File: config.mk
export PLATFORM = sky130hd
export DESIGN_NAME = layer_palette_mapper
export DESIGN_NICKNAME = d
export VERILOG_FILES = /design/src/rtl/layer_palette_mapper.sv
export SDC_FILE = /design/constraint.sdc
export NUM_CORES = 1
export LEC_CHECK = 0
export BUFFER_PORTS_ARGS = -buffer_cell sky130_fd_sc_hd__buf_2
export CELL_PAD_IN_SITES_DETAIL_PLACEMENT = 1
export CELL_PAD_IN_SITES_GLOBAL_PLACEMENT = 2
export CORE_UTILIZATION = 47
export DETAILED_ROUTE_END_ITERATION = 8
export PLACE_DENSITY = 0.77
export SKIP_CTS_REPAIR_TIMING = 1
export SYNTH_ARGS = -nofsm -noshare
export SYNTH_HDL_FRONTEND = slang
export SYNTH_SLANG_ARGS = --single-unit
export TNS_END_PERCENT = 5
File: constraint.sdc
create_clock -name Clk -period 2.8 [get_ports Clk]
set_input_delay 0.56 -clock Clk [delete_from_list [all_inputs] [get_ports Clk]]
set_output_delay 0.56 -clock Clk [all_outputs]
set_load 0.02 [all_outputs]
File: src/rtl/layer_palette_mapper.sv
// Two-stage sprite/background compositor: priority-select the top opaque layer, then look it up in a writable palette.
// Latency 2 cycles, 1 pixel/cycle, no stall; define HIT_FLASH_EN for per-layer frame-counted colour inversion.
module layer_palette_mapper #(
  parameter int NUM_LAYERS   = 4,
  parameter int IDX_W        = 8,
  parameter int SPR_DEPTH    = 16,
  parameter int BG_IDX_W     = 4,
  parameter int COLOR_W      = 8,
  parameter int FLASH_FRAMES = 8
) (
  input  logic                                             Clk,
  input  logic                                             Reset_n,
  input  logic                                             pix_valid_in,
  input  logic                                             blank_in,
  input  logic [NUM_LAYERS-1:0]                            layer_hit,
  input  logic [NUM_LAYERS*IDX_W-1:0]                      layer_idx,
  input  logic [BG_IDX_W-1:0]                              bg_idx,
  input  logic                                             pal_we,
  input  logic                                             pal_sel,
  input  logic [((IDX_W > BG_IDX_W) ? IDX_W : BG_IDX_W)-1:0] pal_addr,
  input  logic [3*COLOR_W-1:0]                             pal_wdata,
  input  logic                                             frame_start,
  input  logic [NUM_LAYERS-1:0]                            flash_req,
  output logic [COLOR_W-1:0]                               VGA_R,
  output logic [COLOR_W-1:0]                               VGA_G,
  output logic [COLOR_W-1:0]                               VGA_B,
  output logic                                             pix_valid_out
);

  localparam int PAL_AW   = (IDX_W > BG_IDX_W) ? IDX_W : BG_IDX_W;
  localparam int SPR_AW   = $clog2(SPR_DEPTH);
  localparam int BG_DEPTH = 1 << BG_IDX_W;
  localparam int RGB_W    = 3 * COLOR_W;
  localparam int WIN_W    = (NUM_LAYERS > 1) ? $clog2(NUM_LAYERS) : 1;

  localparam logic [PAL_AW:0] SPR_LIM     = (PAL_AW+1)'(SPR_DEPTH);
  localparam logic [PAL_AW:0] BG_LIM      = (PAL_AW+1)'(BG_DEPTH);
  localparam logic [IDX_W:0]  SPR_IDX_LIM = (IDX_W+1)'(SPR_DEPTH);

  logic [RGB_W-1:0] spr_pal_q [SPR_DEPTH];
  logic [RGB_W-1:0] bg_pal_q  [BG_DEPTH];
  logic             spr_we;
  logic             bg_we;

  assign spr_we = pal_we && !pal_sel && ({1'b0, pal_addr} < SPR_LIM);
  assign bg_we  = pal_we &&  pal_sel && ({1'b0, pal_addr} < BG_LIM);

  // Lookups read the pre-edge contents, so a same-cycle write is seen one pixel later.
  always_ff @(posedge Clk or negedge Reset_n) begin
    if (!Reset_n) begin
      for (int i = 0; i < SPR_DEPTH; i++) spr_pal_q[i] <= '0;
      for (int i = 0; i < BG_DEPTH; i++)  bg_pal_q[i]  <= '0;
    end else begin
      if (spr_we) spr_pal_q[pal_addr[SPR_AW-1:0]]   <= pal_wdata;
      if (bg_we)  bg_pal_q[pal_addr[BG_IDX_W-1:0]] <= pal_wdata;
    end
  end

  logic             win_hit;
  logic [IDX_W-1:0] win_idx;
  logic [WIN_W-1:0] win_k;
  logic             win_flash;

  // Scan from lowest priority upward so the lowest-numbered opaque layer is the last to assign.
  always_comb begin
    win_hit = 1'b0;
    win_idx = '0;
    win_k   = '0;
    for (int k = NUM_LAYERS - 1; k >= 0; k--) begin
      if (layer_hit[k] && (layer_idx[k*IDX_W +: IDX_W] != '0)) begin
        win_hit = 1'b1;
        win_idx = layer_idx[k*IDX_W +: IDX_W];
        win_k   = WIN_W'(k);
      end
    end
  end

`ifdef HIT_FLASH_EN
  localparam int FC_NEED = $clog2(FLASH_FRAMES + 1);
  localparam int FC_W    = (FC_NEED > 3) ? FC_NEED : 3;

  logic [FC_W-1:0] fc_q [NUM_LAYERS];
  logic [FC_W-1:0] fc_d [NUM_LAYERS];

  always_comb begin
    for (int k = 0; k < NUM_LAYERS; k++) begin
      fc_d[k] = fc_q[k];
      if (flash_req[k])
        fc_d[k] = FC_W'(FLASH_FRAMES);
      else if (frame_start && (fc_q[k] != '0))
        fc_d[k] = fc_q[k] - 1'b1;
    end
  end

  always_ff @(posedge Clk or negedge Reset_n) begin
    if (!Reset_n) begin
      for (int k = 0; k < NUM_LAYERS; k++) fc_q[k] <= '0;
    end else begin
      for (int k = 0; k < NUM_LAYERS; k++) fc_q[k] <= fc_d[k];
    end
  end

  assign win_flash = win_hit && (fc_q[win_k] != '0);
`else
  localparam int UNUSED_FLASH_FRAMES = FLASH_FRAMES;
  logic unused_flash;
  logic [WIN_W-1:0] unused_win_k;
  assign unused_flash = ^{frame_start, flash_req};
  assign unused_win_k = win_k;
  assign win_flash    = 1'b0;
`endif

  logic                s1_vld_q;
  logic                s1_blank_q;
  logic                s1_spr_q;
  logic                s1_flash_q;
  logic [IDX_W-1:0]    s1_idx_q;
  logic [BG_IDX_W-1:0] s1_bg_q;

  always_ff @(posedge Clk or negedge Reset_n) begin
    if (!Reset_n) begin
      s1_vld_q   <= 1'b0;
      s1_blank_q <= 1'b0;
      s1_spr_q   <= 1'b0;
      s1_flash_q <= 1'b0;
      s1_idx_q   <= '0;
      s1_bg_q    <= '0;
    end else begin
      s1_vld_q <= pix_valid_in;
      if (pix_valid_in) begin
        s1_blank_q <= blank_in;
        s1_spr_q   <= win_hit;
        s1_flash_q <= win_flash;
        s1_idx_q   <= win_idx;
        s1_bg_q    <= bg_idx;
      end
    end
  end

  logic [RGB_W-1:0] spr_rgb;
  logic [RGB_W-1:0] rgb_d;
  logic [RGB_W-1:0] rgb_q;
  logic             vout_q;

  // Out-of-range indices render black, which a flash then turns into all-ones.
  always_comb begin
    spr_rgb = '0;
    if ({1'b0, s1_idx_q} < SPR_IDX_LIM) spr_rgb = spr_pal_q[s1_idx_q[SPR_AW-1:0]];
    if (s1_flash_q) spr_rgb = ~spr_rgb;
    rgb_d = rgb_q;
    if (s1_vld_q) begin
      if (s1_blank_q)    rgb_d = '0;
      else if (s1_spr_q) rgb_d = spr_rgb;
      else               rgb_d = bg_pal_q[s1_bg_q];
    end
  end

  always_ff @(posedge Clk or negedge Reset_n) begin
    if (!Reset_n) begin
      rgb_q  <= '0;
      vout_q <= 1'b0;
    end else begin
      rgb_q  <= rgb_d;
      vout_q <= s1_vld_q;
    end
  end

  assign VGA_R         = rgb_q[RGB_W-1 -: COLOR_W];
  assign VGA_G         = rgb_q[2*COLOR_W-1 -: COLOR_W];
  assign VGA_B         = rgb_q[COLOR_W-1:0];
  assign pix_valid_out = vout_q;

endmodule

==> results of run 1 <==
flip-flops by register name, indices dropped and copies added, names as in the netlist:
name,cells
spr_pal_q,384
pix_valid_out,1
s1_spr_q,1
s1_vld_q,1
s1_blank_q,1
bg_pal_q,384
s1_idx_q,8
s1_bg_q,4
rgb_q,24
Yosys cell counts:
cell type / number / share of area
a211oi_1: 5 / 0.0010
a21o_1: 1 / 0.00021
a21oi_1: 26 / 0.0036
a22o_1: 23 / 0.0055
a22oi_1: 46 / 0.0095
a31oi_1: 1 / 0.00017
a41oi_1: 1 / 0.00024
and2_1: 1 / 0.00017
and3_1: 5 / 0.00086
buf_1: 9 / 0.00093
buf_2: 83 / 0.011
buf_6: 2 / 0.00062
clkbuf_1: 137 / 0.014
clkinv_1: 1 / 0.00010
dfrtp_1: 808 / 0.55
inv_1: 4 / 0.00041
mux2_1: 2 / 0.00062
mux2_2: 751 / 0.23
mux2_4: 20 / 0.0082
mux2i_1: 73 / 0.020
mux4_2: 169 / 0.10
nand2_1: 26 / 0.0027
nand2b_1: 9 / 0.0015
nand3_1: 27 / 0.0037
nand3b_1: 1 / 0.00021
nor2_1: 39 / 0.0040
nor2b_1: 2 / 0.00034
nor3_1: 5 / 0.00069
nor3_2: 4 / 0.0011
nor4_1: 2 / 0.00034
nor4_2: 1 / 0.00034
o2111ai_1: 1 / 0.00024
o211ai_1: 23 / 0.0047
o21a_1: 1 / 0.00021
o21ai_0: 9 / 0.0012
o221ai_1: 23 / 0.0055
o22a_1: 1 / 0.00024
o22ai_1: 1 / 0.00017
o2bb2ai_1: 1 / 0.00024
o31ai_1: 1 / 0.00021
o41ai_1: 4 / 0.00096
or2_1: 2 / 0.00034
or2_2: 1 / 0.00017
or3_1: 5 / 0.00086
or4_1: 7 / 0.0014
kinds of logic (layout without fill, tap and decap cells):
family / after synthesis / in the layout
buf+inv: 236 / 399
flops: 808 / 808
compound gates: 168 / 168
simple gates: 137 / 137
mux: 1015 / 1015
other cells: 0 / 2
layout make-up:
| type | count | area, µm² | share of cell area |
|---|---|---|---|
| Inverter | 5 | 18.8 | 0.000444 |
| Multi-Input combinational cell | 1320 | 15500 | 0.366 |
| Sequential cell | 808 | 20200 | 0.479 |
| Clock inverter | 27 | 324 | 0.00766 |
| Clock buffer | 130 | 2700 | 0.0638 |
| Antenna cell | 2 | 5.00 | 0.000118 |
| Tap cell | 1030 | 1290 | 0.0305 |
| Timing Repair Buffer | 237 | 2250 | 0.0532 |
where the power goes:
group	total [W]	internal [W]	leakage, nW	switching [W]
clock network	0.0120	0.00729	1.50	0.00473
registers	0.0123	0.0120	11.2	0.000259
logic	0.00212	0.000892	7.60	0.00123
total	0.0264	0.0202	20.3	0.00622
metal layers:
metal | track usage | share of wire
met1 | 0.360 | 0.43
met2 | 0.459 | 0.51
met3 | 0.0352 | 0.035
met4 | 0.0884 | 0.029
met5 | 0 | 0.00025
stage by stage:
stage / power (W) / instance area, µm² / utilization / hold WS [ns]
detailed placement: 0.0146 / 39200 / 0.514 / 0.399
global route: 0.0273 / 42300 / 0.554 / 0.159
finish: 0.0264 / 42300 / 0.554 / 0.164
CTS: 0.0267 / 42300 / 0.554 / -0.212
global placement: 0.0145 / 39200 / 0.514 / 0.387
floorplan: 0.0136 / 36500 / - / 0.264
final timing paths:
kind,start,to,slack [ns],cells after the start
min reg2reg,s1_vld_q,pix_valid_out,0.41,0
min,bg_idx[3],s1_bg_q[3],0.16,2
max reg2reg,s1_bg_q[1],rgb_q[23],0.46,5
max in group asynchronous,Reset_n,bg_pal_q[376],1.35,3
max,s1_bg_q[1],rgb_q[23],0.46,5
min in group asynchronous,Reset_n,spr_pal_q[166],0.42,2
==> results, run 1 <==
- The post-layout instance count excluding filler cells is 3559.
- The smallest clock period supported by the final layout is computed as 2.34 ns.
- The arrival time at the worst endpoint is 2.86 ns.
- In this run the standard cell core region covers 76300 µm².
- Across the VDD grid, the largest voltage drop is 481 µV.
- CTS placed an instance of clkbuf_16 at the clock tree root.
- The number of buffers on the longest clock path is 3.
- The overall die area is 78700 µm².
- Of the available clock period, the critical path in the final layout requires 0.837.
- Traced cell by cell, the critical path runs through buf_12 > mux4_2 > o221ai_1 > a21oi_1 > a22o_1.
- The clock-pin slew of the registers on the worst-case setup and hold paths is 0.06 ns.
- The arithmetic-cell share of the synthesized area counting full adders, half adders and majority gates is 0.
- The initial antenna violation count came to 3.
- The average instance in the mapped netlist occupies 15.4 µm².
- The maximum operating frequency is 427 MHz.
- The via-per-instance ratio is 5.98.
- STA puts the critical path data required time at 3.32 ns.
- The compound-gate portion of the synthesized area was 0.0340.
- The worst min-delay path category is input pin to flip-flop.
- For the worst-skew pair, the clock arrives at the later sink with an insertion delay of 0.64 ns.
- TritonCTS built the clock tree.
- The total wire length is 101 mm.
- The worst-case setup margin in the final layout is 0.458 ns.
- The die is 281 µm wide.
- The number of rows created at floorplan is 101.
- The number of remaining DRC errors is 0.
- Once detailed placement completed, the half-perimeter wirelength came to 64.7 mm.
- The number of global-route vias before repair is 24200.
- The cell count after synthesis is 2364.
- For this block, the via count after detailed routing is 21300.
- The CTS buffer count is 89.
- The number of nets produced by synthesis is 2447.
- The number of buffers and inverters on the critical path is 1.
- Pin placement for this block handled 108 I/O pins.
- The count of buffers added on input and output ports is 102.
- The count of yosys warnings during synthesis is 0.
- After detailed routing, the average wire length per cell comes to 28.5 µm.
- The height of the die is 281 µm.
- The number of iterations in the first detailed-routing pass is 5.
- Setup repair after global routing left no endpoint under its margin.
- The family of cells with the greatest summed delay on the critical path is compound AO/OA/AOI/OAI gates.
- Of the total synthesized cell area, the portion taken by XOR and XNOR cells is 0.
- The cell type of the slowest stage on the worst timing path is dfrtp_4.
- The post-synthesis simple-gate area fraction is 0.0188.
- The number of nets still failing antenna checks after routing is 0.
- The global route total overflow is 0.
- The worst max-slew margin expressed relative to the limit is 0.485.
- The worst setup path is captured at a flip-flop.
- The flow ran to the end, and the final reports show no timing, DRC or antenna violations.
- Setup violations remaining at the end of the flow were counted as 0.
- At the pin with the least slew margin, the transition time is 0.773 ns.
- The total power density per cell area is 625 nW/µm².
- The filler cell count is 7043.
- The clock net sink count is 808.
- The starting DRC count in detailed routing is 1180.
- After synthesis the cells add up to 36500 µm².
- Adding up every negative setup slack in the final design gives 0 ns.
- Leaving out fill and tap cells, the most frequent cell in the layout is dfrtp_1.
- In this run the number of H-tree levels came out at 3.
- The total count of hold-check failures in the final report is 0.
- Of the post-synthesis cell area, the part taken by muxes is 0.365.
- The max-capacitance violation count is 0.
- The worst clock skew is 0.0274 ns.
- On the worst path, the slowest cell contributes a delay of 0.66 ns.
- The global placer's final weighted congestion is 0.792.
- The post-synthesis sequential element count is 808.
- The leakage component of the power is 20.3 nW.
- The type of element launching the critical path is a flip-flop.
- The largest net degree at the start of global routing is 126.
- The initial core utilization is 0.478.
- The category of the critical setup timing path is flip-flop to flip-flop.
- The first-pass GRT wire length is 158 mm.
- By area, the combinational part of the netlist is dominated by multiplexers.
- After the last flow step, the layout net total stands at 2544.
- The largest driver fanout on the critical path is 27.
- The share of the yosys chip area belonging to registers is 0.554.
- The fraction of final layout cells with drive strength greater than 1 is 0.539.
- Before CTS, the worst setup slack after placement is 0.0334 ns.
- The area growth from synthesis to layout is 16.0%.
- In the global route stage, overall resource usage came out at 0.270.
- The number of distinct library cell variants in the gate-level netlist after synthesis is 45.
- Leaving out fill and tap cells, the most frequent cells in the layout are 803 x dfrtp_1, 751 x mux2_2, 169 x mux4_2.
- The number of pins with negative max-slew slack in the final report was 0.
- Once placement completed, the tool counted placed cells totaling 3399.
(Power assumes the default switching activity.)
==> inputs of run 2 (changes only) <==
Settings changed: CORE_UTILIZATION 47 to 42, PLACE_DENSITY 0.77 to 0.73.
Clock period 2.8 ns to 2 ns, I/O delays scaled along.
==> run 2 against run 1 <==
The run now ends with setup timing left. Non-clock buffer count is 143 higher. Clock power up 50%. Global-route usage is 2.7 points lower. Final cell count increased by 7.5%. First-iteration DRC count rose by 2.2%. Total power is 46% higher. Fmax up 5.5%. Critical path depth grew 1.
==> results, run 2 (same netlist as run 1, synthesis figures left out) <==
- In this run the vertical extent of the chip is 297 µm.
- Among the stages of the critical path, the cell type that occurs most often is buf_12.
- The first global-routing pass estimated 159 mm of wire.
- The cell sitting at the root of the clock tree is a clkbuf_16.
- The final total power is 0.0387 W.
- Traced cell by cell, the critical path runs through buf_12 > buf_12 > mux4_2 > o211ai_1 > nand3_2 > a22o_1.
- Setup repair after global routing could not meet its margin everywhere.
- At the worst endpoint, the arrival time is 2.74 ns.
- The post-route fraction of the period consumed by the critical path is 1.11.
- The kind of end point of the critical path is a flip-flop.
- The initial utilization of the core area, before any placement, comes to 0.426.
- The number of buffers and inverters on the critical path is 2.
- Summed over all nets, wire length on met3 after detailed routing comes to 4.03 mm.
- Counting cells, the worst reg-to-reg path comes to 6.
- Along the worst path, the maximum fanout reaches 6.
- In this run the cell area measured after placement is 40800 µm².
- Summed over all layers, the global routing overflow is 0.
- The critical path in this run is classified as flip-flop to flip-flop.
- The total number of vias is 21900.
- At the end of the flow, the number of nets in the layout was 2687.
- The number of remaining DRC errors is 0.
- The number of placed I/O pins is 108.
- Using the TritonRoute via totals, the vias-per-cell ratio works out to 5.73.
- Max-cap violations in this run came to 0.
- The slowest stage of the critical path is the mux4_2 cell.
- Measured along the x axis, the die boundary spans 297 µm.
- The count of nets left with antenna violations once routing finished came out at 0.
- The overall die area is 88000 µm².
- In the final routed layout, each cell accounts on average for 27.1 µm.
- The measured slew at the worst slew-check pin is 0.760 ns.
- Clock tree synthesis found a total of 808 sinks.
- After detailed routing, the wire length on met1 is 45.4 mm.
- The leakage component of the power is 21.3 nW.
- Relative to the synthesized area, the layout overhead comes to 22.0%.
- For the worst setup path, the data required time is 2.52 ns.
- The run finished, with violations left.
- The finished layout cell area is 44500 µm².
- The family of cells with the greatest summed delay on the critical path is compound AO/OA/AOI/OAI gates.
- The checks that failed: setup timing.
- Entering global routing, the biggest net connects 65 pins.
- The HPWL reported at the end of detailed placement is 68.2 mm.
- The number of global-route vias before repair is 24700.
- Summed over all nets, wire length on met2 after detailed routing comes to 51.4 mm.
- The type of element launching the critical path is a flip-flop.
- The stage delay of the slowest cell on the critical path is 0.52 ns.
- Timing would allow up to 450 MHz.
- In the final layout, the registers with the most flip-flops are bg_pal_q (384), spr_pal_q (384), rgb_q (24).
- The uppermost signal routing layer after detailed routing is met5.
- The fraction of final layout cells with drive strength greater than 1 is 0.574.
- VDD sags by at most 597 µV.
- For this block, the initial DRC count from the detailed router was 1206.
- Across the routed clock network, the largest skew measured is 0.0201 ns.
- The global placer's final weighted congestion is 0.797.
- The number of placed instances, taps included, is 3628.
- The clock-pin slew of the registers on the worst-case setup and hold paths is 0.06 ns.
- TritonCTS built the clock tree.
- The total count of hold-check failures in the final report is 0.
- Setup violations remaining at the end of the flow were counted as 24.
- Across all hold checks on the routed design, the worst slack comes to 0.0149 ns.
- The clock tree synthesis step divided the H-tree into 3 levels.
- The number of clock buffers added by TritonCTS is 89.
- The number of cells traversed by the worst hold path is 2.
- The number of pins with negative max-slew slack in the final report was 0.
- The number of rows created at floorplan is 107.
- The total wire length is 104 mm.
- In the global route stage, overall resource usage came out at 0.243.
- The worst-case setup margin in the final layout is -0.220 ns.
- Measured against its own limit, the worst slew margin works out to 0.493.
- In this run the worst hold path is classified as input pin to flip-flop.
- The number of cells on the critical path is 6.
- The final critical delay including setup and external delays is 2.22 ns.
- The number of iterations in the first detailed-routing pass is 4.
- The initial antenna violation count is 6.
- The top cell types in the final layout, fill and taps aside, are 803 x dfrtp_1, 751 x mux2_2, 169 x mux4_2.
- The core region area is 85500 µm².
- The number of buffers on the longest clock path is 3.
- Input and output buffers added on the ports amount to 102.
- The total power density per cell area is 870 nW/µm².
- The latest clock arrival within the worst-skew pair is 0.64 ns.
- The total negative slack for setup checks is -2.60 ns.
- The finished layout holds 3827 standard cells, fillers aside.
- The most frequent standard cell in the layout excluding fill and tap cells is dfrtp_1.
==> run 2: cell types whose count changed in the layout (fill, tap and decap cells not counted), sizes merged <==
cell         before  now
bufinv            7   14
dlygate4sd3       1    3
clkinv           20   21
inv               4    7
buf             236  375
clkbuf          130  131
clkinvlp          1    2
==> run 2: per-layer routing <==
| layer | up-vias | track usage |
|---|---|---|
| li1 | 9319 | - |
| met3 | 170 | 0.0427 |
| met5 | - | 0 |
| met2 | 375 | 0.402 |
| met1 | 12100 | 0.327 |
| met4 | 12 | 0.0777 |
==> run 2: area by class of cell <==
class	instances	area, µm²
diodes	2	5.00
clock buffers	129	2650
clock inverters	39	607
fillers	7955	41100
inverters	5	18.8
multi-input cells	1320	15600
flip-flops and latches	808	20200
well taps	1144	1430
repair buffers	380	3930
==> run 2: path summary, 6_finish.rpt <==
kind	start	end	slack (ns)
worst max register to register	s1_idx_q[0]	rgb_q[18]	-0.22
worst max-delay path	s1_idx_q[0]	rgb_q[18]	-0.22
min in group asynchronous	Reset_n	bg_pal_q[43]	0.24
worst min-delay path	bg_idx[2]	s1_bg_q[2]	0.01
worst min register to register	s1_vld_q	pix_valid_out	0.40
max in group asynchronous	Reset_n	spr_pal_q[56]	0.91
==> run 2: per-stage QoR <==
| stage | worst slack (ns) | utilization |
|---|---|---|
| 3_5_place_dp | -0.519 | 0.477 |
| 6_report | -0.220 | 0.520 |
| 4_1_cts | -0.278 | 0.515 |
| 2_1_floorplan | -0.207 | - |
| 3_3_place_gp | -0.456 | 0.477 |
| 5_1_grt | -0.199 | 0.520 |
==> run 2: report_power, final <==
group / internal, W / total (W) / switching [W]
Sequential: 0.0168 / 0.0171 / 0.000287
Combinational: 0.00167 / 0.00361 / 0.00194
Clock: 0.0110 / 0.0180 / 0.00692
Total: 0.0295 / 0.0387 / 0.00914
